===== src/rtl/fc_pkg.sv =====
// Shared constants, state type and byte-packing helper
// for the instruction fetch controller.
package fc_pkg;

  localparam int PcLen   = 31;
  localparam int DataLen = 31;

  localparam logic True  = 1'b1;
  localparam logic False = 1'b0;

  localparam logic [2:0] Zero    = 3'd0;
  localparam logic [2:0] NBytes  = 3'd4;
  localparam logic [2:0] LastIdx = 3'd3;

  typedef enum logic {
    Idle,
    Fetch
  } state_t;

  function automatic logic [31:0] pack_le(
    input logic [7:0] b3,
    input logic [7:0] b2,
    input logic [7:0] b1,
    input logic [7:0] b0
  );
    return {b3, b2, b1, b0};
  endfunction

endpackage


===== src/rtl/fc.sv =====
// Instruction fetch controller: reads four RAM bytes for an
// icache miss and returns them as one little-endian word.
module fc
  import fc_pkg::*;
#(
  parameter int PcLength   = PcLen,
  parameter int DataLength = DataLen
) (
  input  logic                clk,
  input  logic                rst,
  input  logic                rdy,
  input  logic [PcLength:0]   addr_from_ic,
  input  logic                is_empty_from_ic,
  input  logic                is_exception_from_rob,
  input  logic [7:0]          mem_din,
  output logic [PcLength:0]   mem_a,
  output logic                mem_wr,
  output logic [DataLength:0] instr_to_ic,
  output logic                is_instr_to_ic,
  output logic                is_commit_to_ic
);

  state_t            state;
  state_t            state_nx;
  logic [PcLength:0] base;
  logic [2:0]        issue_cnt;
  logic [2:0]        rcv_cnt;
  logic [2:0]        issue_eff;
  logic              stall;
  logic [7:0]        byte_buf [4];
  logic              pulse;
  logic              req;
  logic              capture;
  logic              done;

  // After a stall the in-flight byte is lost, so issue restarts at rcv_cnt.
  always_comb begin
    issue_eff = stall ? rcv_cnt : issue_cnt;
    req       = !is_empty_from_ic;
    capture   = (state == Fetch) && (issue_eff != rcv_cnt);
    done      = capture && (rcv_cnt == LastIdx);
    state_nx  = state;
    if (is_exception_from_rob) begin
      state_nx = Idle;
    end else begin
      unique case (state)
        Idle:  if (req)  state_nx = Fetch;
        Fetch: if (done) state_nx = Idle;
      endcase
    end
  end

  always_ff @(posedge clk) begin
    if (rst) begin
      state <= Idle;
    end else if (rdy) begin
      state <= state_nx;
    end
  end

  always_ff @(posedge clk) begin
    if (rst) begin
      base        <= '0;
      issue_cnt   <= Zero;
      rcv_cnt     <= Zero;
      stall       <= False;
      instr_to_ic <= '0;
      pulse       <= False;
      for (int i = 0; i < 4; i++) begin
        byte_buf[i] <= '0;
      end
    end else if (!rdy) begin
      stall <= True;
    end else begin
      stall <= False;
      pulse <= False;
      if (is_exception_from_rob) begin
        issue_cnt <= Zero;
        rcv_cnt   <= Zero;
      end else if (state == Idle) begin
        if (req) begin
          base      <= addr_from_ic;
          issue_cnt <= Zero;
          rcv_cnt   <= Zero;
        end
      end else if (done) begin
        byte_buf[3] <= mem_din;
        instr_to_ic <= (DataLength + 1)'(pack_le(
          mem_din, byte_buf[2], byte_buf[1], byte_buf[0]));
        pulse       <= True;
        issue_cnt   <= Zero;
        rcv_cnt     <= Zero;
      end else begin
        if (capture) begin
          byte_buf[rcv_cnt[1:0]] <= mem_din;
          rcv_cnt                <= rcv_cnt + 3'd1;
        end
        if (issue_eff != NBytes) begin
          issue_cnt <= issue_eff + 3'd1;
        end else begin
          issue_cnt <= issue_eff;
        end
      end
    end
  end

  assign mem_a = (state == Idle) ? base :
    base + (PcLength + 1)'(rdy ? issue_eff : rcv_cnt);

  assign mem_wr          = False;
  assign is_instr_to_ic  = pulse;
  assign is_commit_to_ic = pulse;

endmodule

===== config.mk =====
export PLATFORM = sky130hd
export DESIGN_NAME = fc
export DESIGN_NICKNAME = d
export VERILOG_FILES = /design/src/rtl/fc_pkg.sv /design/src/rtl/fc.sv
export SDC_FILE = /design/constraint.sdc
export NUM_CORES = 1
export LEC_CHECK = 0
export ABC_AREA = 1
export CAP_MARGIN = 5
export CORE_MARGIN = 3
export CORE_UTILIZATION = 45
export DETAILED_ROUTE_END_ITERATION = 8
export PLACE_DENSITY_LB_ADDON = 0.08
export RECOVER_POWER = 25
export SYNTH_ARGS = -nofsm -noshare
export SYNTH_HDL_FRONTEND = slang
export SYNTH_SLANG_ARGS = --single-unit

===== constraint.sdc =====
create_clock -name clk -period 2.25 [get_ports clk]
set_input_delay 0.225 -clock clk [delete_from_list [all_inputs] [get_ports clk]]
set_output_delay 0.225 -clock clk [all_outputs]
set_load 0.01 [all_outputs]

; ---- Word-level counts from Yosys, hierarchy flattened
; Memories as Yosys holds them, arrays and structs flattened. A register that Yosys moved wholly into a read port is not among the register bits.
; Index checks and enable logic that the tools add are counted.
[totals]
wordCells = 63
memories = 1
in_bits = 45
ram_bits = 32
output_inout_bits = 67
register_bits = 73
[mem_list]
columns = memory, words, word_bits, read_ports, rd_ports_with_merged_regs, wr, line_no
row1 = byte_buf, 4, 8, 3, 3, 4, fc.sv:30  ; logic [7:0] byte_buf [4];
[classes]
mux = 36
add_sub_neg = 3
n_eq_ne = 5
n_bitwise = 4
reduce_logical = 7
[ops]
columns = op, count
row1 = $mux 3, 11
row2 = $add 32x3->32, 1
row3 = $mux 32, 1
row4 = $mux 1, 20
row5 = $mux 8, 2
row6 = $reduce_and 4->1, 2
row7 = $reduce_or 8->1, 1
row8 = $add 3x1->3 const B, 2
row9 = $ne 4x2->1 const B, 1
row10 = $eq 3x2->1 const B, 1
row11 = $ne 3x1->1 const B, 1
row12 = $ne 3x3->1, 1
row13 = $ne 3x3->1 const B, 1
row14 = $not 1->1, 3
row15 = $reduce_and 3->1, 1
row16 = $logic_and 1x1->1, 2
row17 = $mux 2, 1
row18 = $pmux 1 s2, 1
row19 = $reduce_and 2->1, 1
row20 = $or 1x1->1, 1

; ---- Logic depth before layout (Yosys ltp)
; Gate-level depths: netlist (run 1).
[depth]
ltp_word = 12
depth_mapped = 17
depth_no_buf = 17

; ---- Worst setup path before layout (run 1)
; Ideal clock, no wire load.
[synth_path]
path_type = reg-to-output
start = reg stall
end = out mem_a[26]
arrival_time_ps = 2302
slack_ps = -277
path_stages_with_launch = 16
cell_sequence = dfxtp_1 > o21ai_0 > nand2_1 > nand2_1 > o21ai_0 > ha_1 > inv_1 > fa_1 > inv_1 > nand2_1 > a21oi_2 > and2_0 > buf_2 > nand2_1 > nor2_1 > xor2_1
[synth_between]
elab_chain_cells = 4
[synth_rtl]
columns = item, line_no
row1 = start: declaration, fc.sv:29  ; logic stall;
row2 = start signal: assignment, fc.sv:66  ; stall <= False;
row3 = start signal: assignment, fc.sv:73  ; stall <= True;
row4 = start signal: assignment, fc.sv:75  ; stall <= False;
row5 = $mux 3, fc.sv:38  ; issue_eff = stall ? rcv_cnt : issue_cnt;
row6 = $mux 3, fc.sv:108  ; base + (PcLength + 1)'(rdy ? issue_eff : rcv_cnt);
row7 = $add 32x3->32, fc.sv:108
row8 = $mux 32, fc.sv:107  ; assign mem_a = (state == Idle) ? base :
row9 = end: declaration, fc.sv:16  ; output logic [PcLength:0] mem_a,
; Every way passes these cells.

; ---- Worst setup path after layout (run 1)
[layout_path]
start = reg stall
end = out mem_a[28]
; Same word-level chain as after synthesis.

==> results.env, run 1 <==
DIE_WIDTH_UM=110
LAYOUT.AREA.SEQ_UM2=2190
FIN_TNS_SETUP_PS=-14020
SYNTH_SEQUENTIAL_AREA_RATIO=0.452
ANTENNA_LEFT=0
PLACEMENT_ROWS=37
IO_BUFFERS=110
NETLIST_AREA_UM2=4820
PATH_CLASS='reg2out'
NETLIST.TOP_CELL.BY_AREA='sky130_fd_sc_hd__dfxtp_1'
DETAIL_ROUTE.ITER0.VIOLATIONS=229
P_SEQ_FRAC=0.552
WORSTSETUPENDPOINTTYPE='primary output'
VIA_COUNT_OF_THE_FIRST_GLOBAL_ROUTING_PASS=4573
TIGHTEST_SLEW_PS=690
CRIT_CHAIN='inv_2, nand2_2, nand2_2, nand2_1, o21ai_1, ha_2, inv_2, fa_2, inv_2, nand2_4, a21oi_4, buf_4, and3_4, nand3_2, xor2_2, buf_2'
POWER_DENSITY_nW_PER_UM2=494
YS_TOP_CELLS_BY_AREA='sky130_fd_sc_hd__dfxtp_1 30%, sky130_fd_sc_hd__edfxtp_1 15%, sky130_fd_sc_hd__nor2_1 13%, sky130_fd_sc_hd__nand2_1 13%, sky130_fd_sc_hd__inv_1 5.8%'
SYN-NUM-NETS=730
WIRE_LENGTH_OF_THE_FIRST_GLOBAL_ROUTING_PASS_UM=21500
SYNTH_SEQ_CELLS=97
POST_DRT_WL_PER_CELL_UM=13.3
TRITONCTS='yes'
DR.PASS1.ITERS=5
POST-ROUTE-MIN-PERIOD_PS=2900
CTS_ROOT_BUFFER='sky130_fd_sc_hd__clkbuf_8'
VIA_COUNT=4674
NETLIST-CELL-TYPE-COUNT=34
HTREE_NUM_LEVELS=3
SETUP_WS_PS=-650
GRT_OVERFLOW_TOTAL=0
COMBINATIONALPOWERSHARE=0.103
WORSTHOLDPATHTYPE='in2reg'
SYNTH_ASYNC_RESET_RATIO=0
P_SW_FRAC=0.276
SYNTH_ENABLE_FLOP_CELLS=24
CRITPATHMAXFANOUT=4
ANTENNADIODECOUNT=0
FILLER_CELL_COUNT=910
NUM_IO_PINS=112
P_LEAK_nW=3.36
VIOLATIONS_IN_THE_FINAL_REPORTS='negative setup slack'
POST_SYNTH_MOST_FREQUENT_CELLS='165 x sky130_fd_sc_hd__nor2_1, 162 x sky130_fd_sc_hd__nand2_1, 74 x sky130_fd_sc_hd__inv_1, 73 x sky130_fd_sc_hd__dfxtp_1, 35 x sky130_fd_sc_hd__o21ai_0'
SYNTH-WARNING-COUNT=0
CRIT_PATH_START_KIND='register'
SYNTHMOSTINSTANTIATEDCELL='sky130_fd_sc_hd__nor2_1'
GRT_ANTENNA_BEFORE_REPAIR=0
WORST_SKEW_PAIR.LATE_LATENCY_PS=360
CLOCK_SINKS=97
POST_ROUTE_CELLS_DRIVE_ABOVE_1_SHARE=0.215
IR_DROP_V=0.000301
FIN_SKEW_PS=14.0
MAX-CAP-VIOLATIONS=0
STATUS='finished with violations'
MAXSLEWHEADROOM=0.540
CLOCK_PATH_BUFFERS=2
POST-DP-HPWL_UM=9610
STDCELL_AREA_UM2=6830
PLACED_CELLS_INCL_TAPS=950
FLIP_FLOP_CELL_WITH_THE_HIGHEST_COUNT_AFTER_SYNTHESIS='sky130_fd_sc_hd__dfxtp_1'
INITIAL_UTILIZATION=0.465
AREA_DELTA_SYNTH_FINAL_PCT=41.6
REPORT.FINAL.SETUP_VIOL=31
SLOWEST_STAGE='sky130_fd_sc_hd__dfxtp_4'
GRT_MAX_DEGREE=41
FINAL.PERIOD_UTILIZATION=1.29
MAXCLOCKFREQUENCY_GHz=0.345
POSTSYNTHAREAPERCELL_UM2=7.12
SYNTHESIZED_INSTANCE_COUNT=678
GRT_USE_TOTAL=0.225
CRITICAL_PATH.MAX_STAGE_DELAY_PS=380
CELL_INTERNAL_PWR_mW=2.44
FINAL_INSTANCE_COUNT_EXCL_FILLERS=983
SWITCHINGPOWER_uW=930
COREAREA_UM2=10400
FINALHOLDWORSTSLACK_PS=435
CLK_TRANSITION_REPORTED_PATHS_PS=110
CP.REQUIRED_PS=2030
PWR-SHARE-CLK=0.345
PLACEDINSTANCEAREA_UM2=6430
NUMCTSBUFFERS=9
FINAL_NETS=894
FINAL-MAX-SLEW-VIOLATION-COUNT=0
FP.DIEAREA_UM2=12000
WORST-ENDPOINT-ARRIVAL_PS=2680
POSTROUTEWIRELENGTH_UM=13100
RSZ_0062_RAISED_AFTER_GLOBAL_ROUTING='true'
GP_CONGESTION=0.893
SYNTH_LARGEST_TYPE_AREA_FRACTION=0.303
CELL_REPEATED_MOST_ALONG_THE_WORST_PATH='sky130_fd_sc_hd__inv_2'
FINALHOLDVIOLATIONS=0
VIAS_PER_CELL=4.75
DIE_EXTENT_IN_Y_UM=110
REMAINING_DRC_ERRORS=0
MULTI_INPUT_COMBINATIONAL_CELL_AREA_UM2=2490
==> registers in the layout, summed over array words and instances, names as in the netlist <==
signal,count
issue_cnt,3
rcv_cnt,3
base,32
instr_to_ic,32
is_commit_to_ic,1
state,1
byte_buf,24
stall,1
==> repair_timing <==
action / CTS / global route
hold buffers: 0 / 0
setup endpoints to repair: 32 / 31
gates resized for setup: 176 / 14
pin swaps: 28 / 20
setup buffers: 11 / 6
==> per-layer routing <==
layer,GRT usage,vias up,part of all wire
li1,-,2420,-
met3,0.0364,9,0.058
met5,0,-,0
met4,0.0534,0,0.0066
met1,0.315,2133,0.47
met2,0.365,112,0.47
==> cell usage in the layout, fill, tap and decap left out, types with 10 or more instances in the layout <==
cell and count:
sky130_fd_sc_hd__nor2_1 156, sky130_fd_sc_hd__nand2_1 151, sky130_fd_sc_hd__inv_1 71, sky130_fd_sc_hd__dfxtp_1 69, sky130_fd_sc_hd__buf_4 53, sky130_fd_sc_hd__clkdlybuf4s50_1 44
sky130_fd_sc_hd__dlygate4sd3_1 34, sky130_fd_sc_hd__buf_2 31, sky130_fd_sc_hd__o21ai_0 27, sky130_fd_sc_hd__edfxtp_1 24, sky130_fd_sc_hd__xor2_1 19, sky130_fd_sc_hd__a21oi_1 14
sky130_fd_sc_hd__nand2_2 11, sky130_fd_sc_hd__o21ai_1 11, sky130_fd_sc_hd__nand3_1 11, sky130_fd_sc_hd__nand4_1 10
==> logic make-up (layout without fill, tap and decap cells) <==
family          count (synthesis)  after routing  synth area share
xor+xnor                       27             27            0.0490
buf+inv                       105            274            0.0864
simple gates                  380            380             0.326
other cells                     1              1          0.000777
fa+ha+maj                       7              7            0.0197
compound gates                 61             61            0.0656
flops                          97             97             0.452
==> power by group through the flow <==
| stage | Sequential [mW] | Combinational [mW] | Clock, mW |
|---|---|---|---|
| after floorplan | 1.90 | 0.149 | 0 |
| after global placement | 1.90 | 0.353 | 0 |
| after detailed placement | 1.90 | 0.358 | 0 |
| after CTS | 1.86 | 0.342 | 1.17 |
| after global routing | 1.87 | 0.381 | 1.25 |
| final | 1.86 | 0.346 | 1.17 |
==> path summary, 6_finish.rpt <==
path / startpoint / to / slack [ps] / cells past startpoint
setup / recovery: stall$_SDFF_PP0_ / mem_a[28] / -650 / 16
hold / removal: addr_from_ic[21] / base[21]$_SDFFE_PP0P_ / 440 / 3
setup reg to reg: rcv_cnt[1]$_SDFFE_PP0P_ / byte_buf[2][0]$_SDFFCE_PN0P_ / 300 / 10
hold reg to reg: byte_buf[1][2]$_SDFFCE_PN0P_ / instr_to_ic[10]$_SDFFE_PP0P_ / 470 / 2
==> area by class of cell <==
cell class | instances | share of cell area
clock inverters | 7 | 0.0112
inverters | 80 | 0.0439
flip-flops and latches | 97 | 0.320
clock buffers | 9 | 0.0181
multi-input cells | 476 | 0.364
well taps | 136 | 0.0249
repair buffers | 178 | 0.217
==> per-stage QoR <==
step | util | worst slack (ps) | power, mW
6_report | 0.659 | -650 | 3.38
5_1_grt | 0.659 | -801 | 3.50
4_1_cts | 0.649 | -637 | 3.38
3_5_place_dp | 0.620 | -960 | 2.26
3_3_place_gp | 0.620 | -930 | 2.25
2_1_floorplan | - | -129 | 2.04
==> worst max-delay path, delay by kind of cell, from the launching register on <==
family                   cells  cell delay, ps
flip-flops                   1             380
adder cells (fa/ha/maj)      2             540
buffers and inverters        5             450
XOR/XNOR                     1             160
AND/OR/NAND/NOR              6             520
AO/OA/AOI/OAI                2             270
(Power assumes the default switching activity.)
==> run 2: changes to the inputs <==
Settings changed: HOLD_SLACK_MARGIN from default to 0.1.
==> results of run 2 <==
Final layout, timing and power as in run 1 (identical DEF).
